File: src/rtl/multi_stream_enumerator_pkg.sv
`default_nettype none
// ============================================================================
// Package    : libstf_enum_pkg
// Description: Shared types and helpers for the multi-stream enumerator.
// Revision   : 1.0 - initial release
// ============================================================================
package libstf_enum_pkg;

  localparam int DEF_SERIAL_WIDTH = 32;
  localparam int DEF_NUM_STREAMS  = 4;
  // Widest keep vector the prefix-count helper accepts.
  localparam int MAX_LANES        = 64;

  typedef logic [DEF_SERIAL_WIDTH-1:0]         serial_t;
  typedef logic [$clog2(DEF_NUM_STREAMS)-1:0]  stream_id_t;

  // Number of kept lanes strictly below lane i.
  function automatic logic [7:0] popcount_prefix(input logic [MAX_LANES-1:0] keep,
                                                 input int                   i);
    logic [7:0] cnt;
    cnt = '0;
    for (int j = 0; j < MAX_LANES; j++) begin
      if ((j < i) && keep[j]) cnt = cnt + 8'd1;
    end
    return cnt;
  endfunction

endpackage
`default_nettype wire

File: src/rtl/multi_stream_enumerator_skid.sv
`default_nettype none
// ============================================================================
// Module     : tagged_skid_buffer
// Description: Two-entry register slice (output register + one skid slot).
//              Upstream ready is a flop, so there is no combinational path
//              from out_ready_i to in_ready_o.
// Revision   : 1.0 - initial release
// ============================================================================
module tagged_skid_buffer #(
  parameter int WIDTH = 8
) (
  input  logic             clk,
  input  logic             rst_n,
  input  logic             in_valid_i,
  output logic             in_ready_o,
  input  logic [WIDTH-1:0] in_payload_i,
  output logic             out_valid_o,
  input  logic             out_ready_i,
  output logic [WIDTH-1:0] out_payload_o
);

  logic             out_valid_q, out_valid_d;
  logic             skid_valid_q, skid_valid_d;
  logic             ready_q;
  logic [WIDTH-1:0] out_q, out_d;
  logic [WIDTH-1:0] skid_q, skid_d;
  logic             accept;
  logic             out_free;

  assign in_ready_o    = ready_q;
  assign out_valid_o   = out_valid_q;
  assign out_payload_o = out_q;

  // Next-state: drain skid first, otherwise load the output register, or park a beat when stalled.
  always_comb begin
    accept       = in_valid_i && ready_q;
    out_free     = !out_valid_q || out_ready_i;
    out_d        = out_q;
    out_valid_d  = out_valid_q;
    skid_d       = skid_q;
    skid_valid_d = skid_valid_q;
    if (out_free) begin
      if (skid_valid_q) begin
        out_d        = skid_q;
        out_valid_d  = 1'b1;
        skid_valid_d = 1'b0;
      end else if (accept) begin
        out_d       = in_payload_i;
        out_valid_d = 1'b1;
      end else begin
        out_valid_d = 1'b0;
      end
    end else if (accept) begin
      skid_d       = in_payload_i;
      skid_valid_d = 1'b1;
    end
  end

  // State registers; ready reflects whether the skid slot will be empty next cycle.
  always_ff @(posedge clk) begin
    if (!rst_n) begin
      out_valid_q  <= 1'b0;
      skid_valid_q <= 1'b0;
      ready_q      <= 1'b0;
      out_q        <= '0;
      skid_q       <= '0;
    end else begin
      out_valid_q  <= out_valid_d;
      skid_valid_q <= skid_valid_d;
      ready_q      <= !skid_valid_d;
      out_q        <= out_d;
      skid_q       <= skid_d;
    end
  end

endmodule
`default_nettype wire

File: src/rtl/multi_stream_enumerator.sv
`default_nettype none
// ============================================================================
// Module     : multi_stream_enumerator
// Description: Tags each lane of a beat with a running serial kept per
//              stream ID (dense: kept lanes only; sparse: lane-fixed).
//              Bases are loadable; output is registered behind a skid slot.
// Revision   : 1.0 - initial release
// ============================================================================
module multi_stream_enumerator
  import libstf_enum_pkg::*;
#(
  parameter type data_t        = logic [7:0],
  parameter int  NUM_ELEMENTS  = 8,
  parameter int  SERIAL_WIDTH  = 32,
  parameter int  NUM_STREAMS   = 4,
  parameter int  DENSE         = 1,
  localparam int SID_W         = (NUM_STREAMS > 1) ? $clog2(NUM_STREAMS) : 1
) (
  input  logic                                       clk,
  input  logic                                       rst_n,
  input  data_t [NUM_ELEMENTS-1:0]                   in_data_i,
  input  logic  [NUM_ELEMENTS-1:0]                   in_keep_i,
  input  logic                                       in_last_i,
  input  logic                                       in_valid_i,
  output logic                                       in_ready_o,
  input  logic  [SID_W-1:0]                          in_stream_id_i,
  output data_t [NUM_ELEMENTS-1:0]                   out_data_o,
  output logic  [NUM_ELEMENTS-1:0]                   out_keep_o,
  output logic                                       out_last_o,
  output logic                                       out_valid_o,
  input  logic                                       out_ready_i,
  output logic  [NUM_ELEMENTS-1:0][SERIAL_WIDTH-1:0] out_tag_o,
  output logic  [SID_W-1:0]                          out_stream_id_o,
  input  logic                                       cfg_valid_i,
  input  logic  [SID_W-1:0]                          cfg_stream_i,
  input  logic  [SERIAL_WIDTH-1:0]                   cfg_base_i,
  output logic                                       wrap_o
);

  localparam int DATA_W    = $bits(data_t) * NUM_ELEMENTS;
  localparam int PAYLOAD_W = DATA_W + NUM_ELEMENTS + 1 + NUM_ELEMENTS * SERIAL_WIDTH + SID_W;

  logic [SERIAL_WIDTH-1:0] count_q [NUM_STREAMS];
  logic [SERIAL_WIDTH-1:0] count_d [NUM_STREAMS];
  logic [SERIAL_WIDTH-1:0] base_q  [NUM_STREAMS];
  logic [SERIAL_WIDTH-1:0] base_d  [NUM_STREAMS];
  logic                    wrap_q;

  logic [MAX_LANES-1:0]                   keep_ext;
  logic [SERIAL_WIDTH-1:0]                cur_count;
  logic [SERIAL_WIDTH-1:0]                inc;
  logic [SERIAL_WIDTH:0]                  sum_ext;
  logic [NUM_ELEMENTS-1:0][SERIAL_WIDTH-1:0] tag;
  logic                                   accept;
  logic [PAYLOAD_W-1:0]                   in_payload;
  logic [PAYLOAD_W-1:0]                   out_payload;

  assign accept = in_valid_i && in_ready_o;
  assign wrap_o = wrap_q;

  // Tag generation from the selected stream's count as it stood before this beat.
  always_comb begin
    keep_ext                   = '0;
    keep_ext[NUM_ELEMENTS-1:0] = in_keep_i;
    cur_count                  = count_q[in_stream_id_i];
    tag                        = '0;
    if (DENSE != 0) begin
      inc = SERIAL_WIDTH'(popcount_prefix(keep_ext, NUM_ELEMENTS));
      for (int i = 0; i < NUM_ELEMENTS; i++) begin
        if (in_keep_i[i]) tag[i] = cur_count + SERIAL_WIDTH'(popcount_prefix(keep_ext, i));
      end
    end else begin
      inc = SERIAL_WIDTH'(NUM_ELEMENTS);
      for (int i = 0; i < NUM_ELEMENTS; i++) begin
        tag[i] = cur_count + SERIAL_WIDTH'(i);
      end
    end
    // Extra MSB captures the overflow that drives the wrap pulse.
    sum_ext = {1'b0, cur_count} + {1'b0, inc};
  end

  // Per-stream counter/base update; a config write overrides both increment and last-restart.
  always_comb begin
    for (int s = 0; s < NUM_STREAMS; s++) begin
      count_d[s] = count_q[s];
      base_d[s]  = base_q[s];
      if (cfg_valid_i && (cfg_stream_i == SID_W'(s))) begin
        base_d[s]  = cfg_base_i;
        count_d[s] = cfg_base_i;
      end else if (accept && (in_stream_id_i == SID_W'(s))) begin
        count_d[s] = in_last_i ? base_q[s] : sum_ext[SERIAL_WIDTH-1:0];
      end
    end
  end

  // Counter/base flops and the one-cycle wrap pulse.
  always_ff @(posedge clk) begin
    if (!rst_n) begin
      for (int s = 0; s < NUM_STREAMS; s++) begin
        count_q[s] <= '0;
        base_q[s]  <= '0;
      end
      wrap_q <= 1'b0;
    end else begin
      count_q <= count_d;
      base_q  <= base_d;
      wrap_q  <= accept && sum_ext[SERIAL_WIDTH];
    end
  end

  assign in_payload = {in_data_i, in_keep_i, in_last_i, tag, in_stream_id_i};
  assign {out_data_o, out_keep_o, out_last_o, out_tag_o, out_stream_id_o} = out_payload;

  tagged_skid_buffer #(
    .WIDTH (PAYLOAD_W)
  ) u_skid (
    .clk           (clk),
    .rst_n         (rst_n),
    .in_valid_i    (in_valid_i),
    .in_ready_o    (in_ready_o),
    .in_payload_i  (in_payload),
    .out_valid_o   (out_valid_o),
    .out_ready_i   (out_ready_i),
    .out_payload_o (out_payload)
  );

endmodule
`default_nettype wire

File: config.mk
export PLATFORM = sky130hd
export DESIGN_NAME = multi_stream_enumerator
export DESIGN_NICKNAME = d
export VERILOG_FILES = /design/src/rtl/multi_stream_enumerator_pkg.sv /design/src/rtl/multi_stream_enumerator_skid.sv /design/src/rtl/multi_stream_enumerator.sv
export SDC_FILE = /design/constraint.sdc
export NUM_CORES = 2
export LEC_CHECK = 0
export CAP_MARGIN = 20
export CORE_MARGIN = 3
export CORE_UTILIZATION = 57
export DETAILED_ROUTE_END_ITERATION = 10
export PLACE_DENSITY = 0.8
export SYNTH_ARGS = -nofsm -noshare
export SYNTH_HDL_FRONTEND = slang
export SYNTH_SLANG_ARGS = --single-unit
File: constraint.sdc
create_clock -name clk -period 8.55 [get_ports clk]
set_input_delay 1.2825 -clock clk [delete_from_list [all_inputs] [get_ports clk]]
set_output_delay 1.2825 -clock clk [all_outputs]
set_load 0.1 [all_outputs]
After elaboration in Yosys (flattened, before gate mapping). Cells that the tools add are included.

Add/sub/neg operators: 36. Magnitude comparators: 1. Equal/unequal tests: 6. Muxes and demuxes: 86. Bitwise operators: 2. Reduce and logical (&&, ||, !) cells: 22.

Operators with widths (count): 32-bit 2-to-1 mux (22); 331-bit 2-to-1 mux (2); 8-bit 2-to-1 mux (56); 32-bit by 8-bit adder with 32-bit output (7); 8-bit by 1-bit adder with 8-bit output, second input constant (28); 32-bit binary-select mux with 2-bit select (1); 32-bit by 8-bit adder with 33-bit output (1); 1-bit logical AND (10); 2-bit nonzero test (5); 2-bit == test, second input constant (4); 1-bit 2-to-1 mux (5); 2-bit by 1-bit == test with 1-bit output, second input constant (2); 2-bit zero test (2); 2-bit AND reduction (2); 3-bit greater-or-equal comparator, second input constant (1); 2-bit inverter with 3-bit output (1); 1-bit zero test (2); 1-bit logical OR (1); 1-bit inverter (1).

Register bits: 922. Input bits: 114. Output and inout bits: 334. Word-level logic and storage cells: 167.

Longest topological paths before layout.
Depth in word-level cells: 24. Depth in mapped cells: 29. Depth with buffers taken out: 27.

Modules after synthesis. From an unflattened synthesis, not the netlist that was laid out.

Cell total of the unflattened synthesis: 5430. Area total of the unflattened synthesis: 46784.9 sq um.

Modules (own cells, without submodules): tagged_skid_buffer (instances 1, cells each 2955, area an instance 28060.7 sq um, sequential area each 13312.8 sq um); multi_stream_enumerator (instances 1, cells each 2475, area an instance 18724.2 sq um, sequential area each 5144.9 sq um).

Worst setup path before layout. No wires, ideal clock.

Path kind: in2reg. Start: input in_keep_i[2]. End: register count_q[119] in the netlist's numbering. Setup time: 144 ps. Arrival time: 6908 ps. Data required time: 8406 ps. Path slack: 1499 ps. Cell stages on the path: 26. Buffers on the path: 3. Path through: buf_2 -> clkbuf_1 -> clkbuf_1 -> xor2_1 -> ha_1 -> nor2b_1 -> o21bai_1 -> inv_1 -> ha_1 -> nand2_1 -> o21ai_0 -> ha_1 -> nand2_1 -> xor3_1 -> nor4b_1 -> xor2_1 -> a41o_1 -> o311ai_1 -> ha_1 -> o21ai_0 -> a21boi_0 -> o211ai_1 -> a211oi_4 -> nand2_1 -> a221oi_1 -> o22ai_1.

Cells in the longest elaborated chain, start to end: 15.

Ends and longest elaborated chain: start: declaration (line multi_stream_enumerator.sv:22) `input logic [NUM_ELEMENTS-1:0] in_keep_i,`; 8-bit 2-to-1 mux (*) (line multi_stream_enumerator_pkg.sv:23) `if ((j < i) && keep[j]) cnt = cnt + 8'd1;`; 8-bit by 1-bit adder with 8-bit output (line multi_stream_enumerator_pkg.sv:23); 8-bit 2-to-1 mux (*) (line multi_stream_enumerator_pkg.sv:23); 8-bit by 1-bit adder with 8-bit output (line multi_stream_enumerator_pkg.sv:23); 8-bit 2-to-1 mux (*) (line multi_stream_enumerator_pkg.sv:23); 8-bit by 1-bit adder with 8-bit output (line multi_stream_enumerator_pkg.sv:23); 8-bit 2-to-1 mux (*) (line multi_stream_enumerator_pkg.sv:23); 8-bit by 1-bit adder with 8-bit output (line multi_stream_enumerator_pkg.sv:23); 8-bit 2-to-1 mux (*) (line multi_stream_enumerator_pkg.sv:23); 8-bit by 1-bit adder with 8-bit output (line multi_stream_enumerator_pkg.sv:23); 8-bit 2-to-1 mux (*) (line multi_stream_enumerator_pkg.sv:23); 32-bit by 8-bit adder with 33-bit output (*) (line multi_stream_enumerator.sv:79) `sum_ext = {1'b0, cur_count} + {1'b0, inc};`; 32-bit 2-to-1 mux (*) (line multi_stream_enumerator.sv:91) `count_d[s] = in_last_i ? base_q[s] : sum_ext[SERIAL_WIDTH-1:0];`; 32-bit 2-to-1 mux (*) (line multi_stream_enumerator.sv:90) `end else if (accept && (in_stream_id_i == SID_W'(s))) begin`; 32-bit 2-to-1 mux (*) (line multi_stream_enumerator.sv:87) `if (cfg_valid_i && (cfg_stream_i == SID_W'(s))) begin`; end signal: assignment (line multi_stream_enumerator.sv:105) `count_q <= count_d;`; end: declaration (line multi_stream_enumerator.sv:43) `logic [SERIAL_WIDTH-1:0] count_q [NUM_STREAMS];`.

Every way passes the cells marked *; elsewhere a longest branch is shown, timed or not. The select of a mux whose other input is x is not followed. A chain may end at the register's enable or synchronous reset.

Final worst setup path.
Start: input in_keep_i[1]. End: register count_q[21] in the netlist's numbering.

Cells in the longest elaborated chain, start to end: 17.

Ends and longest elaborated chain (line): 8-bit 2-to-1 mux (*) (multi_stream_enumerator_pkg.sv:23); 8-bit by 1-bit adder with 8-bit output (multi_stream_enumerator_pkg.sv:23); 8-bit 2-to-1 mux (*) (multi_stream_enumerator_pkg.sv:23); 8-bit by 1-bit adder with 8-bit output (multi_stream_enumerator_pkg.sv:23); 8-bit 2-to-1 mux (*) (multi_stream_enumerator_pkg.sv:23); 8-bit by 1-bit adder with 8-bit output (multi_stream_enumerator_pkg.sv:23); 8-bit 2-to-1 mux (*) (multi_stream_enumerator_pkg.sv:23); 8-bit by 1-bit adder with 8-bit output (multi_stream_enumerator_pkg.sv:23); 8-bit 2-to-1 mux (*) (multi_stream_enumerator_pkg.sv:23); 8-bit by 1-bit adder with 8-bit output (multi_stream_enumerator_pkg.sv:23); 8-bit 2-to-1 mux (*) (multi_stream_enumerator_pkg.sv:23); 8-bit by 1-bit adder with 8-bit output (multi_stream_enumerator_pkg.sv:23); 8-bit 2-to-1 mux (*) (multi_stream_enumerator_pkg.sv:23); 32-bit by 8-bit adder with 33-bit output (*) (multi_stream_enumerator.sv:79); 32-bit 2-to-1 mux (*) (multi_stream_enumerator.sv:91); 32-bit 2-to-1 mux (*) (multi_stream_enumerator.sv:90); 32-bit 2-to-1 mux (*) (multi_stream_enumerator.sv:87).

Marked as above.

==> flow_summary.yaml <==
die:
  core_area_mm2: 0.0746
  die_w_um: 280
  start_util_pct: 57.6
  io_pins: 448
  fp.dieH_um: 280
  die_area_mm2: 0.0787
  rows: 100
synth:
  syn_inst: 5346
  async_reset_ff_share_pct: 0
  syn-cell-area_mm2: 0.0429
  ys.flop_type: "dfxtp_1"
  yosys_warnings: 0
  syn_area_per_cell_um2: 8.03
  ys_seq_area_share_pct: 43.0
  synth-edff-count: 0
  ys_types: 91
  synth-seq-cells: 922
sta:
  hold_viol_final: 0
  min_period_ns: 8.08
  setup_tns_ns: 0
  timing.final.crit_share_pct: 94.5
  finClkSkew_ns: 0.0348
  report.final.slew_viol_count: 0
  worstMarginPinSlew_ns: 1.22
  setup_viol: 0
  slew_headroom_pct: 18.2
  rsz0062_at_grt: "false"
  max_freq_mhz: 124
grt:
  grt_overflow: 0
  grt_pass1_wl_um: 229000
  grt_start_max_net_pins: 250
  grt_pass1_vias: 38200
  antenna_found_initial: 11
  grt_usage_pct: 37.0
routing:
  wl_um: 154000
  route.detailed.drc: 0
  dr_total_vias: 42500
  antenna_left: 0
  dr.pass1.iters: 7
  wire_per_inst_um: 23.6
  via_per_inst: 6.51
  drt_iter0_drc: 6358
clock_tree:
  path_clk_slew_ns: 0.06
  insertion_delay_ns: 0.67
  clock-sinks: 922
  htreeDepth: 3
  post-cts-setup-buffers: 0
  clockBufferDepth: 3
  cts_tree: "built"
  root_buffer: "clkbuf_16"
  postCtsHoldBufs: 0
  cts_resized: 0
  numCtsBuffers: 93
status:
  outcome: "complete, no violations"
power:
  ir_worst_vdd_v: 0.000148
  cellPowerDensity_mw_per_mm2: 217
  intPower_mw: 7.38
  pwr-share-comb_pct: 20.8
  pwr-share-seq_pct: 41.8
  p_sw_mw: 3.56
  p_leak_nw: 17.5
  clkPwrFrac_pct: 37.4
  swShare_pct: 32.5
worst_setup_path:
  cp-start-kind: "input port"
  slowest_stage: "a21oi_1"
  cp.required_ns: 9.05
  crit_type: "input port to flop"
  crit_top_cell: "ha_1"
  r2r_slack_ns: 4.12
  end_kind: "flop"
  cp_max_fo: 5
  crit_arrival_ns: 8.58
  slowest_delay_ns: 0.71
cells_and_area:
  postLayoutCoreUtil_pct: 67.6
  final_nets: 5642
  multi_input_area_mm2: 0.0225
  area_growth_pct: 17.5
  seqCellArea_mm2: 0.0185
  drive_gt1_share_pct: 6.14
  fill_cells: 6070
job:
  drv_cap: 0
placed_design:
  place_congestion: 0.992
  place_hpwl_um: 96600
  port_buffers: 447
worst_hold_path:
  hp-class: "flop to flop"
==> layout make-up <==
cell class / count / area share [%]
timing repair buffer: 517 / 10.0
sequential: 922 / 36.6
clock inverter: 30 / 0.558
tap: 969 / 2.40
antenna: 5 / 0.0248
inverter: 31 / 0.248
clock buffer: 141 / 5.42
multi-input combinational: 3912 / 44.7
==> flip-flops by register name, indices dropped and copies added, names as in the netlist <==
signal,count
u_skid.in_ready_o,1
wrap_o,1
u_skid.out_valid_o,1
u_skid.out_payload_o,331
count_q,128
base_q,128
u_skid.skid_q,331
u_skid.skid_valid_q,1
==> metrics by stage <==
stage,power [mW],area (µm²),hold WS [ns],worst slack [ns],std cells
6_report,10.9,50400,0.451,0.467,6527
3_3_place_gp,6.86,47400,0.426,0.303,6348
5_1_grt,11.2,50400,0.466,0.242,6522
4_1_cts,10.9,50400,0.451,0.706,6519
2_1_floorplan,6.25,43000,0.417,1.50,5353
3_5_place_dp,6.89,47400,0.442,0.0747,6348
==> cell families (layout without fill, tap and decap cells) <==
family	after synthesis	count (layout)	synth area share, %
compound gates	1771	1771	24.4
xor+xnor	229	229	4.76
fa+ha+maj	51	51	1.59
buf+inv	519	719	4.82
flops	922	922	43.0
mux	110	110	3.50
other cells	1	13	0.00873
simple gates	1743	1743	17.9
==> power by group through the flow <==
| stage | logic [mW] | clock network, mW | registers [mW] |
|---|---|---|---|
| after detailed placement | 2.23 | 0 | 4.66 |
| final | 2.28 | 4.09 | 4.57 |
| after floorplan | 0.842 | 0 | 5.41 |
| after CTS | 2.24 | 4.10 | 4.57 |
| after global placement | 2.21 | 0 | 4.66 |
| after global routing | 2.37 | 4.28 | 4.58 |
==> synthesized netlist by cell type, drive strengths merged, types with 14 or more instances <==
cell | count | area share, %
o21a | 32 | 0.56
nand3 | 204 | 2.4
ha | 45 | 1.3
a21boi | 14 | 0.24
inv | 30 | 0.26
and3 | 21 | 0.31
nor4 | 24 | 0.53
o211a | 36 | 0.84
or3 | 31 | 0.46
clkbuf | 392 | 3.4
o211ai | 78 | 1.4
and2 | 26 | 0.38
or2 | 23 | 0.34
a21oi | 729 | 8.5
buf | 96 | 1.1
o22ai | 24 | 0.35
dfxtp | 922 | 43
nand2 | 908 | 8.0
xor2 | 118 | 2.4
nor2 | 326 | 2.9
a221oi | 24 | 0.50
xnor2 | 109 | 2.2
nand4 | 37 | 0.74
o21ai | 498 | 5.8
o31ai | 51 | 0.89
nor3 | 103 | 1.3
a21o | 14 | 0.24
o31a | 23 | 0.47
mux2i | 77 | 1.8
a211oi | 150 | 2.7
mux4 | 32 | 1.7
a2bb2oi | 19 | 0.39
==> worst paths after layout <==
path | from | cells past startpoint | endpoint
worst min register to register | base_q[123]$_SDFFE_PN0P_ | 2 | base_q[123]$_SDFFE_PN0P_
worst max register to register | count_q[97]$_SDFFE_PN0P_ | 10 | u_skid.out_payload_o[182]$_SDFFE_PN0P_
worst min-delay path | base_q[123]$_SDFFE_PN0P_ | 2 | base_q[123]$_SDFFE_PN0P_
worst max-delay path | in_keep_i[1] | 27 | count_q[21]$_SDFFE_PN0P_
==> critical path: cells and delay by family <==
| family | cells | cell delay, ns |
|---|---|---|
| xor gates and xnor gates | 4 | 1.47 |
| AOI/OAI and AO/OA | 9 | 2.32 |
| and+or+nand+nor | 5 | 0.90 |
| adders and majority gates | 5 | 1.53 |
| buffers and inverters | 4 | 1.07 |
==> placed cells by master (no fill, tap or decap), types with 23 or more instances in the layout <==
| master | Yosys | final |
|---|---|---|
| clkbuf_1 | 391 | 29 |
| o211ai_1 | 78 | 78 |
| a21oi_1 | 729 | 728 |
| nand3_1 | 203 | 201 |
| mux4_2 | 32 | 32 |
| o31ai_1 | 51 | 51 |
| ha_1 | 45 | 45 |
| a211oi_1 | 148 | 148 |
| o31a_1 | 23 | 23 |
| xor2_1 | 118 | 118 |
| or3_1 | 30 | 30 |
| and2_1 | 25 | 25 |
| inv_1 | 27 | 26 |
| clkbuf_16 | 0 | 96 |
| a221oi_1 | 23 | 23 |
| nor3_1 | 98 | 96 |
| o22ai_1 | 24 | 24 |
| xnor2_1 | 108 | 108 |
| o211a_1 | 36 | 36 |
| nand2_1 | 906 | 905 |
| clkdlybuf4s50_1 | 0 | 437 |
| nand4_1 | 29 | 29 |
| mux2i_1 | 77 | 77 |
| o21ai_0 | 489 | 489 |
| o21a_1 | 32 | 32 |
| nor2_1 | 324 | 318 |
| dfxtp_1 | 922 | 921 |
| buf_4 | 8 | 67 |
==> per-layer routing <==
layer / routed length, µm / track usage, % / vias up
met2: 66800 / 55.9 / 2894
met4: 10200 / 21.6 / 16
met1: 57800 / 47.9 / 19800
li1: - / - / 19100
met3: 19000 / 9.64 / 619
met5: 98 / 0 / -
No activity file was read; power rests on OpenSTA's default activity.
